--- config.mk ---
export PLATFORM = sky130hd
export DESIGN_NAME = serializer_param
export DESIGN_NICKNAME = d
export VERILOG_FILES = /design/src/rtl/serializer_param.sv
export SDC_FILE = /design/constraint.sdc
export NUM_CORES = 1
export LEC_CHECK = 0
export BUFFER_PORTS_ARGS = -buffer_cell sky130_fd_sc_hd__buf_2
export CORE_UTILIZATION = 25
export CTS_BUF_LIST = sky130_fd_sc_hd__clkbuf_16
export CTS_CLUSTER_DIAMETER = 40
export DETAILED_ROUTE_END_ITERATION = 16
export GPL_TIMING_DRIVEN = 0
export SYNTH_ARGS = -nofsm -noshare
export SYNTH_HDL_FRONTEND = slang
export SYNTH_SLANG_ARGS = --single-unit
--- constraint.sdc ---
create_clock -name clk_i -period 2.74 [get_ports clk_i]
set_clock_uncertainty 0.15 [all_clocks]
set_input_delay 0.274 -clock clk_i [delete_from_list [all_inputs] [get_ports clk_i]]
set_output_delay 0.274 -clock clk_i [all_outputs]
set_load 0.05 [all_outputs]
--- src/rtl/serializer_param.sv ---
// Parallel-to-serial converter with programmable burst length,
// per-word bit order, last-bit marker and a one-word holding register.
module serializer_param #(
  parameter int DATA_W  = 16,
  parameter int MIN_LEN = 3,
  parameter int MOD_W   = $clog2(DATA_W)
) (
  input  logic              clk_i,
  input  logic              srst_i,
  input  logic [DATA_W-1:0] data_i,
  input  logic [MOD_W-1:0]  data_mod_i,
  input  logic              msb_first_i,
  input  logic              data_val_i,
  output logic              ser_data_o,
  output logic              ser_data_val_o,
  output logic              ser_last_o,
  output logic              busy_o
);

  localparam int LEN_W = MOD_W + 1;

  typedef enum logic {
    S_IDLE,
    S_SHIFT
  } state_t;

  state_t r_state;
  state_t w_state_nx;

  logic [DATA_W-1:0] r_sh_data;
  logic [LEN_W-1:0]  r_sh_cnt;
  logic              r_sh_msb;

  logic [DATA_W-1:0] r_hold_data;
  logic [LEN_W-1:0]  r_hold_len;
  logic              r_hold_msb;
  logic              r_hold_full;

  logic r_ser_data;
  logic r_ser_val;
  logic r_ser_last;

  logic [LEN_W-1:0] w_len;
  logic             w_legal;
  logic             w_take;
  logic             w_free;
  logic             w_ld_hold;
  logic             w_ld_in;
  logic             w_load;
  logic             w_shift;
  logic             w_to_hold;

  logic [DATA_W-1:0] w_src_data;
  logic [LEN_W-1:0]  w_src_len;
  logic              w_src_msb;

  logic [DATA_W-1:0] w_sh_data_nx;
  logic [LEN_W-1:0]  w_sh_cnt_nx;
  logic              w_sh_msb_nx;
  logic              w_bit_nx;
  logic              w_val_nx;
  logic              w_last_nx;

  assign w_len = (data_mod_i == '0) ? LEN_W'(DATA_W)
                                    : {1'b0, data_mod_i};
  assign w_legal = (w_len >= LEN_W'(MIN_LEN));

  // busy_o is exactly the hold-full flag, so acceptance gates on it
  assign w_take = data_val_i && !r_hold_full && w_legal;

  // shifter can take a word at this edge: idle or on its last bit
  assign w_free    = (r_state == S_IDLE) || r_ser_last;
  assign w_ld_hold = w_free && r_hold_full;
  assign w_ld_in   = w_free && !r_hold_full && w_take;
  assign w_load    = w_ld_hold || w_ld_in;
  assign w_to_hold = !w_free && w_take;
  assign w_shift   = (r_state == S_SHIFT) && !r_ser_last;

  assign w_src_data = r_hold_full ? r_hold_data : data_i;
  assign w_src_len  = r_hold_full ? r_hold_len  : w_len;
  assign w_src_msb  = r_hold_full ? r_hold_msb  : msb_first_i;

  always_ff @(posedge clk_i) begin
    if (srst_i) begin
      r_state <= S_IDLE;
    end else begin
      r_state <= w_state_nx;
    end
  end

  always_comb begin
    w_state_nx = r_state;
    unique case (r_state)
      S_IDLE: begin
        if (w_load) w_state_nx = S_SHIFT;
      end
      S_SHIFT: begin
        if (w_load)          w_state_nx = S_SHIFT;
        else if (r_ser_last) w_state_nx = S_IDLE;
      end
      default: w_state_nx = S_IDLE;
    endcase
  end

  // first bit leaves on the load edge; the shifter keeps the rest
  always_comb begin
    w_sh_data_nx = r_sh_data;
    w_sh_cnt_nx  = r_sh_cnt;
    w_sh_msb_nx  = r_sh_msb;
    w_bit_nx     = 1'b0;
    w_val_nx     = 1'b0;
    w_last_nx    = 1'b0;
    unique case (1'b1)
      w_load: begin
        w_bit_nx     = w_src_msb ? w_src_data[DATA_W-1]
                                 : w_src_data[0];
        w_sh_data_nx = w_src_msb ? (w_src_data << 1)
                                 : (w_src_data >> 1);
        w_sh_cnt_nx  = w_src_len - LEN_W'(1);
        w_sh_msb_nx  = w_src_msb;
        w_val_nx     = 1'b1;
        w_last_nx    = (w_src_len == LEN_W'(1));
      end
      w_shift: begin
        w_bit_nx     = r_sh_msb ? r_sh_data[DATA_W-1]
                                : r_sh_data[0];
        w_sh_data_nx = r_sh_msb ? (r_sh_data << 1)
                                : (r_sh_data >> 1);
        w_sh_cnt_nx  = r_sh_cnt - LEN_W'(1);
        w_val_nx     = 1'b1;
        w_last_nx    = (r_sh_cnt == LEN_W'(1));
      end
      default: begin
        w_sh_cnt_nx = '0;
      end
    endcase
  end

  always_ff @(posedge clk_i) begin
    if (srst_i) begin
      r_sh_data  <= '0;
      r_sh_cnt   <= '0;
      r_sh_msb   <= 1'b0;
      r_ser_data <= 1'b0;
      r_ser_val  <= 1'b0;
      r_ser_last <= 1'b0;
    end else begin
      r_sh_data  <= w_sh_data_nx;
      r_sh_cnt   <= w_sh_cnt_nx;
      r_sh_msb   <= w_sh_msb_nx;
      r_ser_data <= w_bit_nx;
      r_ser_val  <= w_val_nx;
      r_ser_last <= w_last_nx;
    end
  end

  always_ff @(posedge clk_i) begin
    if (srst_i) begin
      r_hold_data <= '0;
      r_hold_len  <= '0;
      r_hold_msb  <= 1'b0;
      r_hold_full <= 1'b0;
    end else if (w_to_hold) begin
      r_hold_data <= data_i;
      r_hold_len  <= w_len;
      r_hold_msb  <= msb_first_i;
      r_hold_full <= 1'b1;
    end else if (w_ld_hold) begin
      r_hold_full <= 1'b0;
    end
  end

  assign ser_data_o     = r_ser_data;
  assign ser_data_val_o = r_ser_val;
  assign ser_last_o     = r_ser_last;
  assign busy_o         = r_hold_full;

endmodule

# Yosys cells after proc, flatten, opt, wreduce, memory -nomap -nowiden
# Cells that the tools add are included.
# op_classes
addsub	2
magnitude_cmp	1
n_eq_ne	2
mux	19
bitwise_logic	1
reduce_logical	16
# op_table
op	count
2-to-1 mux 16 bit	3
one-hot mux 16 bit (2 select lines)	1
== test 5 x 1 -> 1 bit, second input constant	2
2-to-1 mux 5 bit	2
one-hot mux 5 bit (2 select lines)	1
subtractor 5 x 1 -> 5 bit, second input constant	2
2-to-1 mux 1 bit	9
logical AND 1 bit	7
one-hot mux 1 bit (2 select lines)	3
>= comparator 5 x 2 -> 1 bit, second input constant	1
zero test 4 bit	1
nonzero test 2 bit	2
zero test 1 bit	3
logical OR 1 bit	2
OR reduction 2 bit	1
NOT 1 bit	1
# totals
ff_bits	49
input_bits	24
output_inout_bits	4
wordCells	52

# Depth between registers and ports, before layout
# logic_depth
word_depth	8
depth_mapped	7
depth_no_buf	6

# Worst setup path after synthesis
# Ideal clock, no wire load.
# synth_path
path_kind	register -> register
startpoint	register r_hold_full, in the netlist busy_o
endpoint	register r_sh_cnt[4]
setup_ns	0.115
t_arrival_ns	2.229
required_time_ns	2.475
setup_slack_ns	0.246
path_stages_with_launch	8
period_less_slack_ns	2.494
cell_sequence	dfxtp_1 > buf_2 > buf_2 > mux2i_1 > ha_1 > o21ai_0 > xor2_1 > a2111oi_0
# synth_between
elab_chain_cells	6
elab_cells_between_ends	10
classes_between	add/sub (1); mux (2); reduce/logical (7)
# synth_rtl
element	line_no	text
from (decl)	37	logic r_hold_full;
from (signal assigned)	162	r_hold_full <= 1'b0;
from (signal assigned)	167	r_hold_full <= 1'b1;
from (signal assigned)	169	r_hold_full <= 1'b0;
parallel branches: the longest is 5 deep, another holds subtractor 5 x 1 -> 5 bit	--	
one-hot mux 5 bit (2 select lines) (*)	113	unique case (1'b1)
to (signal assigned)	149	r_sh_cnt <= w_sh_cnt_nx;
to (decl)	31	logic [LEN_W-1:0] r_sh_cnt;
# Mark *: on every way between the ends.
# A chain may end at the register's enable or synchronous reset.

# Final worst setup path
# Ends and elaborated chain as after synthesis.

==> run metrics <==
run status complete, no violations; pwr dens about 570 nW/um2; path type of the worst setup path flip-flop to flip-flop; depth of the worst register-to-register path 7; total wire length after detailed routing about 7.7 mm; post-route setup TNS 0 ns; floorplan die area about 12000 um2; most area-hungry cell type in the Yosys netlist sky130_fd_sc_hd__dfxtp_1; clock input transition at the sequential cells of the worst setup and hold paths approximately 0.060 ns; most repeated library cell on the critical path sky130_fd_sc_hd__buf_2; met3 routing resource usage after global routing 1.869%; number of DRC markers in iteration 0 between 100 and 150; Post-Synthesis Net Count roughly 370; clock buffer count from CTS 5; worst rel slew slack about three fifths; leading cell types by total area after synthesis sky130_fd_sc_hd__dfxtp_1 (35%), sky130_fd_sc_hd__nand2_1 (9.8%), sky130_fd_sc_hd__mux2i_1 (7.8%), sky130_fd_sc_hd__mux2_2 (5.6%), sky130_fd_sc_hd__a21oi_1 (5.5%); I/O pins 28; number of synthesized register bits between 40 and 50; Worst IR Drop VDD between 0.2 and 0.25 mV; number of enable-type register cells in the synthesized netlist 0; cells after synthesis ~340; arrival time reported for the critical path endpoint roughly 2.5 ns; length of the first detailed-routing pass in iterations 5; Mapped Avg Cell Area 8.216 um2; most used standard cell by instance count after synthesis sky130_fd_sc_hd__nand2_1; r2r startpoint busy_o$_SDFFE_PP0P_; vias after detailed routing ~2.5k; global-route wire length before repair about 13 mm; Critical Path Fanout Max 10; antenna violations before repair 0; transition time at the pin with the least slew margin 0.5773 ns; Most used DFF post-synth sky130_fd_sc_hd__dfxtp_1; number of max-capacitance violations reported 0; layout cells sized above 1 approximately 18%; number of antenna-violating nets in the routed design 0; min-delay worst type primary input to flip-flop; reg-to-reg slack, setup ~0.27 ns; area added between synthesis and finish 16.47%; Yosys cell types between 40 and 50; worst-case clock buffer depth 2; share of flip-flops with an asynchronous set or reset 0%; input/output buffers 25; H-tree levels 2; worst hold slack after final layout between 0.09 and 0.1 ns; dpl cells around 500; GRT met1 Usage about 18%; max-slew violation count 0; Die X roughly 110 um; half-perimeter wire length after placement 5.892 mm; most used routing layer met2; CTS tree done; number of global-route vias before repair between 2k and 3k; Worst path top cell family by delay buffers and inverters; setup repair after global routing missed its margin false; final net count just over 400; Synth Warn # 0; detailed-route DRC error count 0; post-synth design cell area 2826 um2; clk_lat worst skew a little under 0.3 ns; Design Power roughly 1.9 mW; reg-to-reg endpoint r_sh_cnt[4]$_SDFF_PP0_; Diodes inserted 0; cell type of the slowest stage on the worst timing path sky130_fd_sc_hd__dfxtp_1; Crit path buffers/inverters 2; Die H 108.3 um; CP cell instances buf_2 -> buf_2 -> mux2i_2 -> ha_1 -> o21ai_0 -> xor2_1 -> a2111oi_1; number of hold violations in the final report 0; total setup buffers inserted after CTS 0; non-filler instance count after layout a little over 500; Data required, critical path about 2.8 ns; sequential share of the synthesized area about a third; crit path capture type flip-flop; proportion of netlist area held by the largest area contributor 34.71%; CP Capture Point r_sh_cnt[4]$_SDFF_PP0_; time the final worst path needs with I/O delays and setup about 2.5 ns; CP Launch Point busy_o$_SDFFE_PP0P_; vias per cell 4.940; fill cell total of the finished layout 1195; kind of start point of the critical path flip-flop; pin count of the biggest net entering global routing 15; top cells by count, synth sky130_fd_sc_hd__nand2_1 (74), sky130_fd_sc_hd__dfxtp_1 (49), sky130_fd_sc_hd__a21oi_1 (31), sky130_fd_sc_hd__mux2i_1 (22); total number of clock tree sinks 49; upper clock frequency limit 404.1 MHz; Final period util about nine tenths; overall routing resource usage 13.95%; post-DR wirelength/cell around 15 um; starting utilization of the core area between 20% and 30%; count of cell instances traversed by the critical path 7; total core area approximately 11000 um2; Final Wtd Congestion 0.8122; grt total ovfl 0; clock root buffer master sky130_fd_sc_hd__clkbuf_16; Final setup violation count 0; maximum cell stage delay along the critical path 0.45 ns; standard-cell row count 38; static leakage power between 1 and 1.5 nW; M2 GR Usage a little under a quarter
[worst min path at each step]
stage                                       from                           end  cells past startpoint
floorplan                              data_i[0]   r_hold_data[0]$_SDFFE_PP0P_                      2
finish                                data_i[11]  r_hold_data[11]$_SDFFE_PP0P_                      3
CTS                                   data_i[11]  r_hold_data[11]$_SDFFE_PP0P_                      3
global placement      r_hold_len[1]$_SDFFE_PP0P_    r_hold_len[1]$_SDFFE_PP0P_                      2
detailed placement  r_hold_data[15]$_SDFFE_PP0P_  r_hold_data[15]$_SDFFE_PP0P_                      2
global route                          data_i[14]  r_hold_data[14]$_SDFFE_PP0P_                      3
[sequential cells by signal, indices dropped and copies added, names as in the netlist]
name / count
ser_data_val_o: 1
r_hold_len: 5
r_hold_msb: 1
r_state: 1
busy_o: 1
ser_data_o: 1
r_sh_cnt: 5
r_hold_data: 16
r_sh_msb: 1
ser_last_o: 1
r_sh_data: 16
[cell usage in the layout, fill, tap and decap left out, drive strengths merged, types with 5 or more instances in the layout]
cell type / Yosys / routed
nand2: 74 / 74
dfxtp: 49 / 49
buf: 17 / 42
a21oi: 31 / 31
mux2i: 22 / 22
clkbuf: 15 / 20
nor2b: 15 / 15
a211oi: 15 / 15
a311oi: 15 / 15
mux2: 14 / 14
o211ai: 14 / 14
nor2: 12 / 12
inv: 5 / 5
xor2: 5 / 5
[logic make-up after synthesis]
logic type               count (synthesis)  share of synthesized area, %
AND/OR/NAND/NOR                        120                         19.08
AO/OA/AOI/OAI                           91                         22.44
flip-flops                              49                         34.71
buffers and inverters                   37                         6.197
multiplexers                            36                         13.37
XOR/XNOR                                 7                         2.435
adder cells (fa/ha/maj)                  4                         1.771
[power by group]
| group | total [mW] | switching, mW | internal [mW] |
|---|---|---|---|
| combinational | 0.395 | 0.235 | 0.160 |
| clock | 0.684 | 0.260 | 0.424 |
| sequential | 0.811 | 0.0424 | 0.769 |
| total | 1.89 | 0.538 | 1.35 |
[repair_timing]
action | 4_1_cts | 5_1_grt
setup endpoints to repair | 0 | 1
hold buffers | 0 | 0
resized for setup | 0 | 2
[metal layers]
metal	wire, um	vias up
met4	77	0
met3	202	5
met1	3759	1211
met2	3685	40
li1	-	1293
met5	0	-
[worst register-to-register path, stage by stage, from the launching register on]
cell and delay (ns):
sky130_fd_sc_hd__dfxtp_1 0.45, sky130_fd_sc_hd__buf_2 0.26, sky130_fd_sc_hd__buf_2 0.29, sky130_fd_sc_hd__mux2i_2 0.31, sky130_fd_sc_hd__ha_1 0.21, sky130_fd_sc_hd__o21ai_0 0.11
sky130_fd_sc_hd__xor2_1 0.17, sky130_fd_sc_hd__a2111oi_1 0.41
[layout make-up]
type	instances	area, um2	share of cell area (%)
plain buffers	32	156.4	4.751
clock buffers	5	125.1	3.801
clock inverters	2	35.03	1.064
inverters	5	18.77	0.5701
multi-input cells	258	1675	50.89
flip-flops and latches	49	980.9	29.80
well taps	140	175.2	5.321
repair buffers	25	125.1	3.801
[per-stage QoR]
| step | instance area, um2 | utilization, % | worst slack [ns] |
|---|---|---|---|
| 2_1_floorplan | 2826 | - | 0.2462 |
| 3_3_place_gp | 3127 | 28.59 | 0.3084 |
| 3_5_place_dp | 3127 | 28.59 | 0.1974 |
| 4_1_cts | 3287 | 30.06 | 0.1750 |
| 5_1_grt | 3292 | 30.10 | 0.05462 |
| 6_report | 3292 | 30.10 | 0.2657 |
(Power assumes the default switching activity.)
